`src/rtl/cpu_pkg.sv`:
```
// Shared CPU definitions used by the control FSM, the decoder and the datapath.
// Contents:
//   state_t      - control FSM state encoding
//   FT_*         - instruction class codes carried on flag_type
//   COND_*       - condition codes carried on cond (the decoder's rdst field)
//   OP_CMP       - compare opcode (updates flags without writing a register)
//   route_class  - DECODE routing: class code -> next state
package cpu_pkg;

  typedef enum logic [2:0] {
    ST_FETCH  = 3'd0,
    ST_DECODE = 3'd1,
    ST_EXEC   = 3'd2,
    ST_MEM_RD = 3'd3,
    ST_LD_WB  = 3'd4,
    ST_MEM_WR = 3'd5,
    ST_BRANCH = 3'd6
  } state_t;

  localparam logic [3:0] FT_WAIT   = 4'b0000;
  localparam logic [3:0] FT_R      = 4'b0001;
  localparam logic [3:0] FT_I      = 4'b0010;
  localparam logic [3:0] FT_LOAD   = 4'b0100;
  localparam logic [3:0] FT_STORE  = 4'b0101;
  localparam logic [3:0] FT_JUMP   = 4'b1000;
  localparam logic [3:0] FT_BRANCH = 4'b1100;

  localparam logic [3:0] COND_EQ = 4'b0000;
  localparam logic [3:0] COND_NE = 4'b0001;
  localparam logic [3:0] COND_GT = 4'b0110;
  localparam logic [3:0] COND_LE = 4'b0111;

  localparam logic [7:0] OP_CMP = 8'h0B;

  // Where DECODE goes for a given class; wait and undefined classes
  // return to FETCH (the caller advances the PC in that case).
  function automatic state_t route_class(input logic [3:0] flag_type);
    case (flag_type)
      FT_R, FT_I:         return ST_EXEC;
      FT_LOAD:            return ST_MEM_RD;
      FT_STORE:           return ST_MEM_WR;
      FT_JUMP, FT_BRANCH: return ST_BRANCH;
      FT_WAIT:            return ST_FETCH;
      default:            return ST_FETCH;
    endcase
  endfunction

endpackage

```
`src/rtl/control_fsm_if.sv`:
```
// Bundle between the control FSM and the rest of the CPU.
// Decoder/PSR side (into the FSM):
//   stall, flag_type[3:0], opcode[7:0], cond[3:0], flag_z, flag_n
// Strobes and status (out of the FSM):
//   ir_we, pc_en, pc_ld, pc_src, mem_sel, mem_we, rf_we, wb_sel, psr_we,
//   state[2:0] (debug), retired[15:0] (completed-instruction count)
// master = control FSM, slave = datapath/decoder side.
interface control_fsm_if;

  logic        stall;
  logic [3:0]  flag_type;
  logic [7:0]  opcode;
  logic [3:0]  cond;
  logic        flag_z;
  logic        flag_n;

  logic        ir_we;
  logic        pc_en;
  logic        pc_ld;
  logic        pc_src;
  logic        mem_sel;
  logic        mem_we;
  logic        rf_we;
  logic        wb_sel;
  logic        psr_we;
  logic [2:0]  state;
  logic [15:0] retired;

  modport master (
    input  stall, flag_type, opcode, cond, flag_z, flag_n,
    output ir_we, pc_en, pc_ld, pc_src, mem_sel, mem_we, rf_we, wb_sel,
           psr_we, state, retired
  );

  modport slave (
    output stall, flag_type, opcode, cond, flag_z, flag_n,
    input  ir_we, pc_en, pc_ld, pc_src, mem_sel, mem_we, rf_we, wb_sel,
           psr_we, state, retired
  );

endinterface

```
`src/rtl/cond_eval.sv`:
```
// Branch/jump condition evaluator, shared between the control FSM and the
// datapath.
// Ports:
//   cond[3:0]  in   condition code (EQ, NE, GT, LE)
//   flag_z     in   PSR zero flag
//   flag_n     in   PSR negative flag
//   taken      out  condition holds; undefined codes are never taken
module cond_eval
  import cpu_pkg::*;
(
  input  logic [3:0] cond,
  input  logic       flag_z,
  input  logic       flag_n,
  output logic       taken
);

  always_comb begin
    taken = 1'b0;
    case (cond)
      COND_EQ: taken = flag_z;
      COND_NE: taken = !flag_z;
      COND_GT: taken = !flag_z && !flag_n;
      COND_LE: taken = flag_z || flag_n;
      default: taken = 1'b0;
    endcase
  end

endmodule

```
`src/rtl/control_fsm.sv`:
```
// Multi-cycle CPU control sequencer.
// Ports:
//   clk    in  system clock, all state changes on the rising edge
//   reset  in  synchronous active-high reset (wins over stall)
//   bus    control_fsm_if.master - decoder/PSR inputs, strobes, debug state,
//          retired-instruction counter
//
// state     | meaning
// ----------+-----------------------------------------------------------
// FETCH  0  | load IR from memory at PC
// DECODE 1  | route on instruction class; wait/illegal advance PC here
// EXEC   2  | ALU op: flags, register write (not for cmp), PC+1
// MEM_RD 3  | load address on rsrc, memory read in flight
// LD_WB  4  | write memory data to register, PC+1
// MEM_WR 5  | store strobe, PC+1
// BRANCH 6  | jump/branch: load target if taken, otherwise PC+1
//
// Strobes are decoded combinationally from the state register so that a
// stall or reset in the current cycle suppresses them immediately; a
// registered copy would leak one cycle of strobes after either asserts.
module control_fsm
  import cpu_pkg::*;
(
  input logic          clk,
  input logic          reset,
  control_fsm_if.master bus
);

  state_t      state_q;
  state_t      decode_next;
  logic [15:0] retired_cnt;
  logic        taken;

  logic ir_we_c;
  logic pc_en_c;
  logic pc_ld_c;
  logic pc_src_c;
  logic mem_sel_c;
  logic mem_we_c;
  logic rf_we_c;
  logic wb_sel_c;
  logic psr_we_c;

  cond_eval u_cond_eval (
    .cond   (bus.cond),
    .flag_z (bus.flag_z),
    .flag_n (bus.flag_n),
    .taken  (taken)
  );

  assign decode_next = route_class(bus.flag_type);

  always_ff @(posedge clk) begin
    if (reset) begin
      state_q     <= ST_FETCH;
      retired_cnt <= '0;
    end else if (!bus.stall) begin
      case (state_q)
        ST_FETCH:  state_q <= ST_DECODE;
        ST_DECODE: state_q <= decode_next;
        ST_MEM_RD: state_q <= ST_LD_WB;
        default:   state_q <= ST_FETCH;
      endcase
      // Each instruction retires exactly once, in the cycle it moves the PC.
      if (pc_en_c || pc_ld_c) begin
        retired_cnt <= retired_cnt + 16'd1;
      end
    end
  end

  always_comb begin
    ir_we_c   = 1'b0;
    pc_en_c   = 1'b0;
    pc_ld_c   = 1'b0;
    pc_src_c  = 1'b0;
    mem_sel_c = 1'b0;
    mem_we_c  = 1'b0;
    rf_we_c   = 1'b0;
    wb_sel_c  = 1'b0;
    psr_we_c  = 1'b0;
    if (!reset && !bus.stall) begin
      case (state_q)
        ST_FETCH: begin
          ir_we_c = 1'b1;
        end
        ST_DECODE: begin
          // Wait and undefined classes complete here by stepping the PC.
          pc_en_c = (decode_next == ST_FETCH);
        end
        ST_EXEC: begin
          psr_we_c = 1'b1;
          pc_en_c  = 1'b1;
          rf_we_c  = (bus.opcode != OP_CMP);
        end
        ST_MEM_RD: begin
          mem_sel_c = 1'b1;
        end
        ST_LD_WB: begin
          rf_we_c  = 1'b1;
          wb_sel_c = 1'b1;
          pc_en_c  = 1'b1;
        end
        ST_MEM_WR: begin
          mem_sel_c = 1'b1;
          mem_we_c  = 1'b1;
          pc_en_c   = 1'b1;
        end
        ST_BRANCH: begin
          // pc_en and pc_ld are mutually exclusive by construction.
          if (taken) begin
            pc_ld_c  = 1'b1;
            // Class bit 2 separates branch (PC-relative) from jump (absolute).
            pc_src_c = bus.flag_type[2];
          end else begin
            pc_en_c = 1'b1;
          end
        end
        default: begin
        end
      endcase
    end
  end

  assign bus.ir_we   = ir_we_c;
  assign bus.pc_en   = pc_en_c;
  assign bus.pc_ld   = pc_ld_c;
  assign bus.pc_src  = pc_src_c;
  assign bus.mem_sel = mem_sel_c;
  assign bus.mem_we  = mem_we_c;
  assign bus.rf_we   = rf_we_c;
  assign bus.wb_sel  = wb_sel_c;
  assign bus.psr_we  = psr_we_c;
  assign bus.state   = state_q;
  assign bus.retired = retired_cnt;

endmodule

```
`src/flat_wrapper.sv`:
```
// flat-port wrapper written by rule: the top's interface ports become plain ports
module control_fsm_flat import cpu_pkg::*;
  (clk, reset, bus_stall, bus_flag_type, bus_opcode, bus_cond, bus_flag_z, bus_flag_n, bus_ir_we, bus_pc_en, bus_pc_ld, bus_pc_src, bus_mem_sel, bus_mem_we, bus_rf_we, bus_wb_sel, bus_psr_we, bus_state, bus_retired);
  control_fsm_if bus_i ();
  input logic clk;
  input logic reset;
  input wire logic [$bits(bus_i.stall)-1:0] bus_stall;
  input wire logic [$bits(bus_i.flag_type)-1:0] bus_flag_type;
  input wire logic [$bits(bus_i.opcode)-1:0] bus_opcode;
  input wire logic [$bits(bus_i.cond)-1:0] bus_cond;
  input wire logic [$bits(bus_i.flag_z)-1:0] bus_flag_z;
  input wire logic [$bits(bus_i.flag_n)-1:0] bus_flag_n;
  output wire logic [$bits(bus_i.ir_we)-1:0] bus_ir_we;
  output wire logic [$bits(bus_i.pc_en)-1:0] bus_pc_en;
  output wire logic [$bits(bus_i.pc_ld)-1:0] bus_pc_ld;
  output wire logic [$bits(bus_i.pc_src)-1:0] bus_pc_src;
  output wire logic [$bits(bus_i.mem_sel)-1:0] bus_mem_sel;
  output wire logic [$bits(bus_i.mem_we)-1:0] bus_mem_we;
  output wire logic [$bits(bus_i.rf_we)-1:0] bus_rf_we;
  output wire logic [$bits(bus_i.wb_sel)-1:0] bus_wb_sel;
  output wire logic [$bits(bus_i.psr_we)-1:0] bus_psr_we;
  output wire logic [$bits(bus_i.state)-1:0] bus_state;
  output wire logic [$bits(bus_i.retired)-1:0] bus_retired;
  assign bus_i.stall = bus_stall;
  assign bus_i.flag_type = bus_flag_type;
  assign bus_i.opcode = bus_opcode;
  assign bus_i.cond = bus_cond;
  assign bus_i.flag_z = bus_flag_z;
  assign bus_i.flag_n = bus_flag_n;
  assign bus_ir_we = bus_i.ir_we;
  assign bus_pc_en = bus_i.pc_en;
  assign bus_pc_ld = bus_i.pc_ld;
  assign bus_pc_src = bus_i.pc_src;
  assign bus_mem_sel = bus_i.mem_sel;
  assign bus_mem_we = bus_i.mem_we;
  assign bus_rf_we = bus_i.rf_we;
  assign bus_wb_sel = bus_i.wb_sel;
  assign bus_psr_we = bus_i.psr_we;
  assign bus_state = bus_i.state;
  assign bus_retired = bus_i.retired;
  control_fsm u_core (.clk(clk), .reset(reset), .bus(bus_i));
endmodule
```
`config.mk`:
```
export PLATFORM = sky130hd
export DESIGN_NAME = control_fsm_flat
export DESIGN_NICKNAME = d
export VERILOG_FILES = /design/src/rtl/cpu_pkg.sv /design/src/rtl/control_fsm_if.sv /design/src/rtl/cond_eval.sv /design/src/rtl/control_fsm.sv /design/src/flat_wrapper.sv
export SDC_FILE = /design/constraint.sdc
export NUM_CORES = 1
export LEC_CHECK = 0
export CORE_ASPECT_RATIO = 1.1
export CORE_MARGIN = 2
export CORE_UTILIZATION = 42
export DETAILED_ROUTE_END_ITERATION = 8
export PLACE_DENSITY = 0.79
export SETUP_SLACK_MARGIN = 0.3
export SLEW_MARGIN = 25
export SYNTH_ARGS = -nofsm -noshare
export SYNTH_HDL_FRONTEND = slang
export SYNTH_HIERARCHICAL = 1
export SYNTH_SLANG_ARGS = --single-unit
```
`constraint.sdc`:
```
create_clock -name clk -period 2.9 [get_ports clk]
set_clock_uncertainty 0.1 [all_clocks]
set_input_delay 0.725 -clock clk [delete_from_list [all_inputs] [get_ports clk]]
set_output_delay 0.725 -clock clk [all_outputs]
set_load 0.01 [all_outputs]
```
Yosys cells after proc, flatten, opt, wreduce, memory -nomap -nowiden --
Cells that the tools add are included.
Cells by class: add/subtract/negate cells 1, equal/unequal tests 16, multiplexer cells 24, bitwise logic cells 1, reduce and logical (&&, ||, !) cells 16
Operator list (number):
- 1-bit 2-to-1 mux | 19
- 16-bit by 1-bit adder with 16-bit output, second input constant | 1
- 4-bit by 3-bit == test with 1-bit output, second input constant | 4
- 3-bit one-hot mux with 4 select lines | 1
- 3-bit == test, second input constant | 3
- 3-bit one-hot mux with 3 select lines | 1
- 4-bit by 1-bit == test with 1-bit output, second input constant | 2
- 4-bit == test, second input constant | 2
- 8-bit by 4-bit inequality test with 1-bit output, second input constant | 1
- 3-bit by 2-bit == test with 1-bit output, second input constant | 2
- 3-bit zero test | 2
- 2-bit OR reduction | 3
- 4-bit by 2-bit == test with 1-bit output, second input constant | 1
- 1-bit zero test | 4
- 4-bit zero test | 1
- 1-bit one-hot mux with 4 select lines | 1
- 3-bit by 1-bit == test with 1-bit output, second input constant | 1
- 1-bit one-hot mux with 3 select lines | 1
- 3-bit OR reduction | 1
- 1-bit logical AND | 2
- 1-bit logical OR | 2
- 1-bit one-hot mux with 2 select lines | 1
- 2-bit AND reduction | 1
- 1-bit inverter | 1
Word-level totals: bits in registers 19, input bits 21, output and inout port bits 28, logic and storage cells 60

Longest topological paths before layout --
depth after elaboration 8, mapped depth 7, mapped depth without buffers 6

Cells and area by module --
Netlist, hierarchy kept.
By module, submodules not included:
- control_fsm | times used 1, cells an instance 144, area each 1118.6 um2, sequential area each 380.4 um2
- cond_eval | times used 1, cells an instance 6, area each 50.0 um2, sequential area each 0.0 um2

Worst setup path after synthesis --
OpenSTA, ideal clock, no wires.
kind input to output, start point input bus_cond[2], end point output bus_pc_src, arrival time 2207 ps, required time 2075 ps, path slack -132 ps, stages 5, path buffers 0, path through or4b_1 a31oi_1 inv_1 nor4_1 and2_1
Between the ends: cells in the longest elaborated chain, start to end 5, elaborated cells on any way between the ends 8, classes of those cells 3 x eq/ne; 4 x mux; 1 x reduce/logical
Ends and longest elaborated chain:
- start, declared | line flat_wrapper.sv:10 | input wire logic [$bits(bus_i.cond)-1:0] bus_cond;
- 4-bit by 3-bit == test with 1-bit output (tied with other cells) | line cond_eval.sv:19 | case (cond)
- 1-bit one-hot mux with 4 select lines (*) | line cond_eval.sv:19
- named net u_core.taken | line control_fsm.sv:32 | logic taken;
- 1-bit 2-to-1 mux (*) | line control_fsm.sv:110 | if (taken) begin
- 1-bit 2-to-1 mux (*) | line control_fsm.sv:82 | case (state_q)
- 1-bit 2-to-1 mux (*) | line control_fsm.sv:81 | if (!reset && !bus.stall) begin
- end, declared | line flat_wrapper.sv:16 | output wire logic [$bits(bus_i.pc_src)-1:0] bus_pc_src;
Mark *: on every way through the listed nets, which the timed path passes. The rest lies on a longest branch.

Final worst setup path --
Same ends and word-level chain as after synthesis.

==> results.yml <==
setup_path:
  cp.arrival_ns: 2.20
  crit_fanout: 2
  reg2regPathDepth: 7
  worst_setup_path_start_kind: "input pin"
  timing.rr.start: "u_core/bus.state[2]"
  critical_path.top_delay_family: "simple AND/OR/NAND/NOR gates"
  worstPathRequired_ns: 2.08
  setup.reg_to_reg.worst_slack_ns: 0.63
  cp_num_cells: 7
  worstSetupEndpointType: "output port"
  path_buf_inv: 3
  path_cells: "buf_6 -> or4b_1 -> a31oi_1 -> inv_1 -> nor4_4 -> and2_4 -> buf_6"
  worstReg2RegEnd: "u_core/bus.retired[10]"
  cpMostUsedCell: "buf_6"
  criticalPathCategory: "in2out"
  cpPeakStageDelay_ns: 0.52
  critPathSlowestCell: "or4b_1"
global_routing:
  grt_start_max_net_pins: 17
  number_of_antenna_violations_at_the_first_check_in_global_routing: 0
  grt_first_pass_wirelength_mm: 5.740
  grt_pass1_vias: 1336
  global_route.overflow_total: 0
  global_route_total_usage_across_every_layer_pct: 24.21
power:
  power_density_mw_per_mm2: 251.7
  report.power.total_w: 0.0005272
  ir_drop_mv: 0.2056
  p_leak_nw: 0.7985
drt:
  detailroute.via_count: 1429
  detail_route.wl_per_cell_um: 15.45
  drcViolationCount: 0
  drt_pre_antenna_iters: 4
  detail_route.wirelength_mm: 3.832
  route.detailed.vias_per_inst: 5.762
  drt_iter0_markers: 37
  route.antenna.remaining_nets: 0
sta:
  highest_clock_rate_mhz: 330.3
  timing.slew.headroom_pct: 66.46
  final-hold-violation-count: 0
  timing.final.setup_violations: 3
  rsz_0062_raised_after_global_routing: "true"
  setup_slack_ns: -0.1276
  tightestPinTransition_ns: 0.5017
  number_of_max_slew_violations_in_the_final_report: 0
  period_share_pct: 104.4
  final.min_clock_period_ns: 3.028
min_path:
  hold_class: "reg2reg"
  timing.hold.worst.start: "u_core/bus.retired[4]"
  hold_path_end: "u_core/bus.retired[4]"
  hold-path-cell-count: 2
synthesis:
  nets_in_the_synthesized_netlist: 172
  post-synth-top-area-cell: "dfxtp_1"
  netlist_instances: 150
  synth.cell_area_mm2: 0.001169
  synth.yosys.seq_area_share_pct: 32.55
  synth.avg_cell_area_um2: 7.791
  synth_area_leaders: "dfxtp_1 33%, a21oi_1 7.3%, o31ai_1 4.5%"
  ys.warnings.count: 6
  synth_enable_flop_cells: 0
  synth_seq_cells: 19
  asyncSetResetFlopFracSynth_pct: 0
  synth_ff_type: "dfxtp_1"
  netlist-cell-type-count: 38
  yosysTopAreaCellShare_pct: 32.55
place:
  gpl.final_weighted_congestion: 0.8383
  hpwl_mm: 2.672
  port_buffers: 48
  dpl.cell_count: 239
clock_tree:
  clk_path_buf_depth: 2
  clock_tree.htree_level_count: 1
  cts_buffers: 3
  postCtsHoldBufs: 0
  clkSlewWorstSetupHoldPaths_ns: 0.11
  tritoncts: "done"
  worstSkewPairLatency_ns: 0.30
  cts.sinks: 19
  root_buffer: "clkbuf_4"
final_layout:
  ratio_of_cells_with_drive_above_1_in_the_final_layout_pct: 33.49
  finalCoreUtilization_pct: 77.50
  fillerInstances: 180
  final_nets: 238
  layoutNonFillerInstCount: 248
  area_growth_syn_to_layout_pct: 79.23
  insertedDiodeCount: 0
die:
  initial_utilization_pct: 43.24
  ios: 49
  die_w_um: 54.30
  core_area_mm2: 0.002703
  dieArea_mm2: 0.003221
  rows: 20
  floorplan.die.height_um: 59.32
job:
  drv_cap: 0
run_status:
  outcome: "complete, but fails checks"
  failed_checks: "setup timing"
-- registers in the layout (all words and copies together), names as in the netlist --
signal,flops
u_core/bus.retired,16
u_core/bus.state,3
-- tightest hold or removal path: cells and delay by family (launching register included) --
family,cells,cell delay [ns]
compound gates,2,0.13
flops,1,0.34
-- cell usage after synthesis, drive strengths merged (2+ instances only) --
| library cell | count |
|---|---|
| dfxtp | 19 |
| a21oi | 17 |
| nor2 | 11 |
| o21ai | 10 |
| clkbuf | 9 |
| nand2b | 7 |
| o31ai | 7 |
| or3 | 7 |
| or4 | 7 |
| nand2 | 6 |
| nand3 | 6 |
| inv | 5 |
| nor4 | 5 |
| nand4 | 4 |
| nor4b | 4 |
| a21o | 2 |
| a31oi | 2 |
| buf | 2 |
| mux2i | 2 |
| nor2b | 2 |
-- through the flow --
stage               area, um^2  hold slack [ns]  setup WS (ns)  TNS (ns)
floorplan                 1186           0.3959         0.1890         0
global placement          1827           0.3662        -0.7036    -4.917
detailed placement        1827           0.3888        -0.7943    -7.009
CTS                       1978           0.4029       -0.06478  -0.06495
global route              2095           0.4423        -0.2047   -0.4782
finish                    2095           0.4141        -0.1276   -0.2663
-- power by group --
group / switching, W / internal (W)
combinational: 0.0000521 / 0.0000702
clock: 0.0000841 / 0.0000515
sequential: 0.00000618 / 0.000263
-- how the worst max path moves through the flow --
stage / startpoint / to
5_1_grt: bus_cond[2] / bus_pc_src
4_1_cts: bus_cond[1] / bus_pc_src
2_1_floorplan: bus_cond[2] / bus_pc_src
6_report: bus_cond[2] / bus_pc_src
3_3_place_gp: bus_cond[0] / bus_pc_src
3_5_place_dp: bus_cond[2] / bus_pc_src
-- cell type report --
type | count | area, um^2 | share of cell area, %
inverters | 5 | 18.77 | 0.8961
multi-input cells | 115 | 927.1 | 44.27
flip-flops and latches | 19 | 380.4 | 18.16
repair buffers | 72 | 699.4 | 33.39
clock buffers | 3 | 22.52 | 1.075
well taps | 33 | 41.29 | 1.971
clock inverters | 1 | 5.005 | 0.2389
-- layer usage --
layer	up-vias	wire (um)	global-route usage (%)	share of wire (%)
li1	694	-	-	-
met1	686	1380	24.26	36
met2	43	2278	48.88	59
met3	6	112	2.273	2.9
met4	0	61	8.571	1.6
met5	-	0	0	0
-- cells in the final DEF, fill, tap and decap left out, types with 3 or more instances in the layout --
cell / count
a21oi_1: 12
a21oi_2: 4
buf_2: 7
buf_4: 17
buf_6: 8
clkbuf_4: 3
clkdlybuf4s50_1: 24
dfxtp_1: 19
dlygate4sd2_1: 4
dlymetal6s2s_1: 5
inv_1: 5
nand2_1: 6
nand2b_1: 6
nand3_1: 6
nand4_1: 4
nor2_1: 10
nor4_2: 3
o21ai_0: 8
o31ai_1: 6
or3_1: 6
or4_4: 5
-- logic make-up (layout without fill, tap and decap cells) --
group                    after synthesis  in the layout  synth area share [%]
buffers and inverters                 16             81                 5.353
flip-flops                            19             19                 32.55
multiplexers                           2              2                 1.713
adder cells (fa/ha/maj)                1              1                 1.070
AO/OA/AOI/OAI                         44             44                 23.98
AND/OR/NAND/NOR                       66             66                 33.83
XOR/XNOR                               2              2                 1.499
-- repair_timing --
item	4_1_cts	5_1_grt
cloned	1	1
buffers inserted	2	1
pin swaps	10	21
gates resized for setup	80	30
setup endpoints to repair	25	15
(Power assumes the default switching activity.)
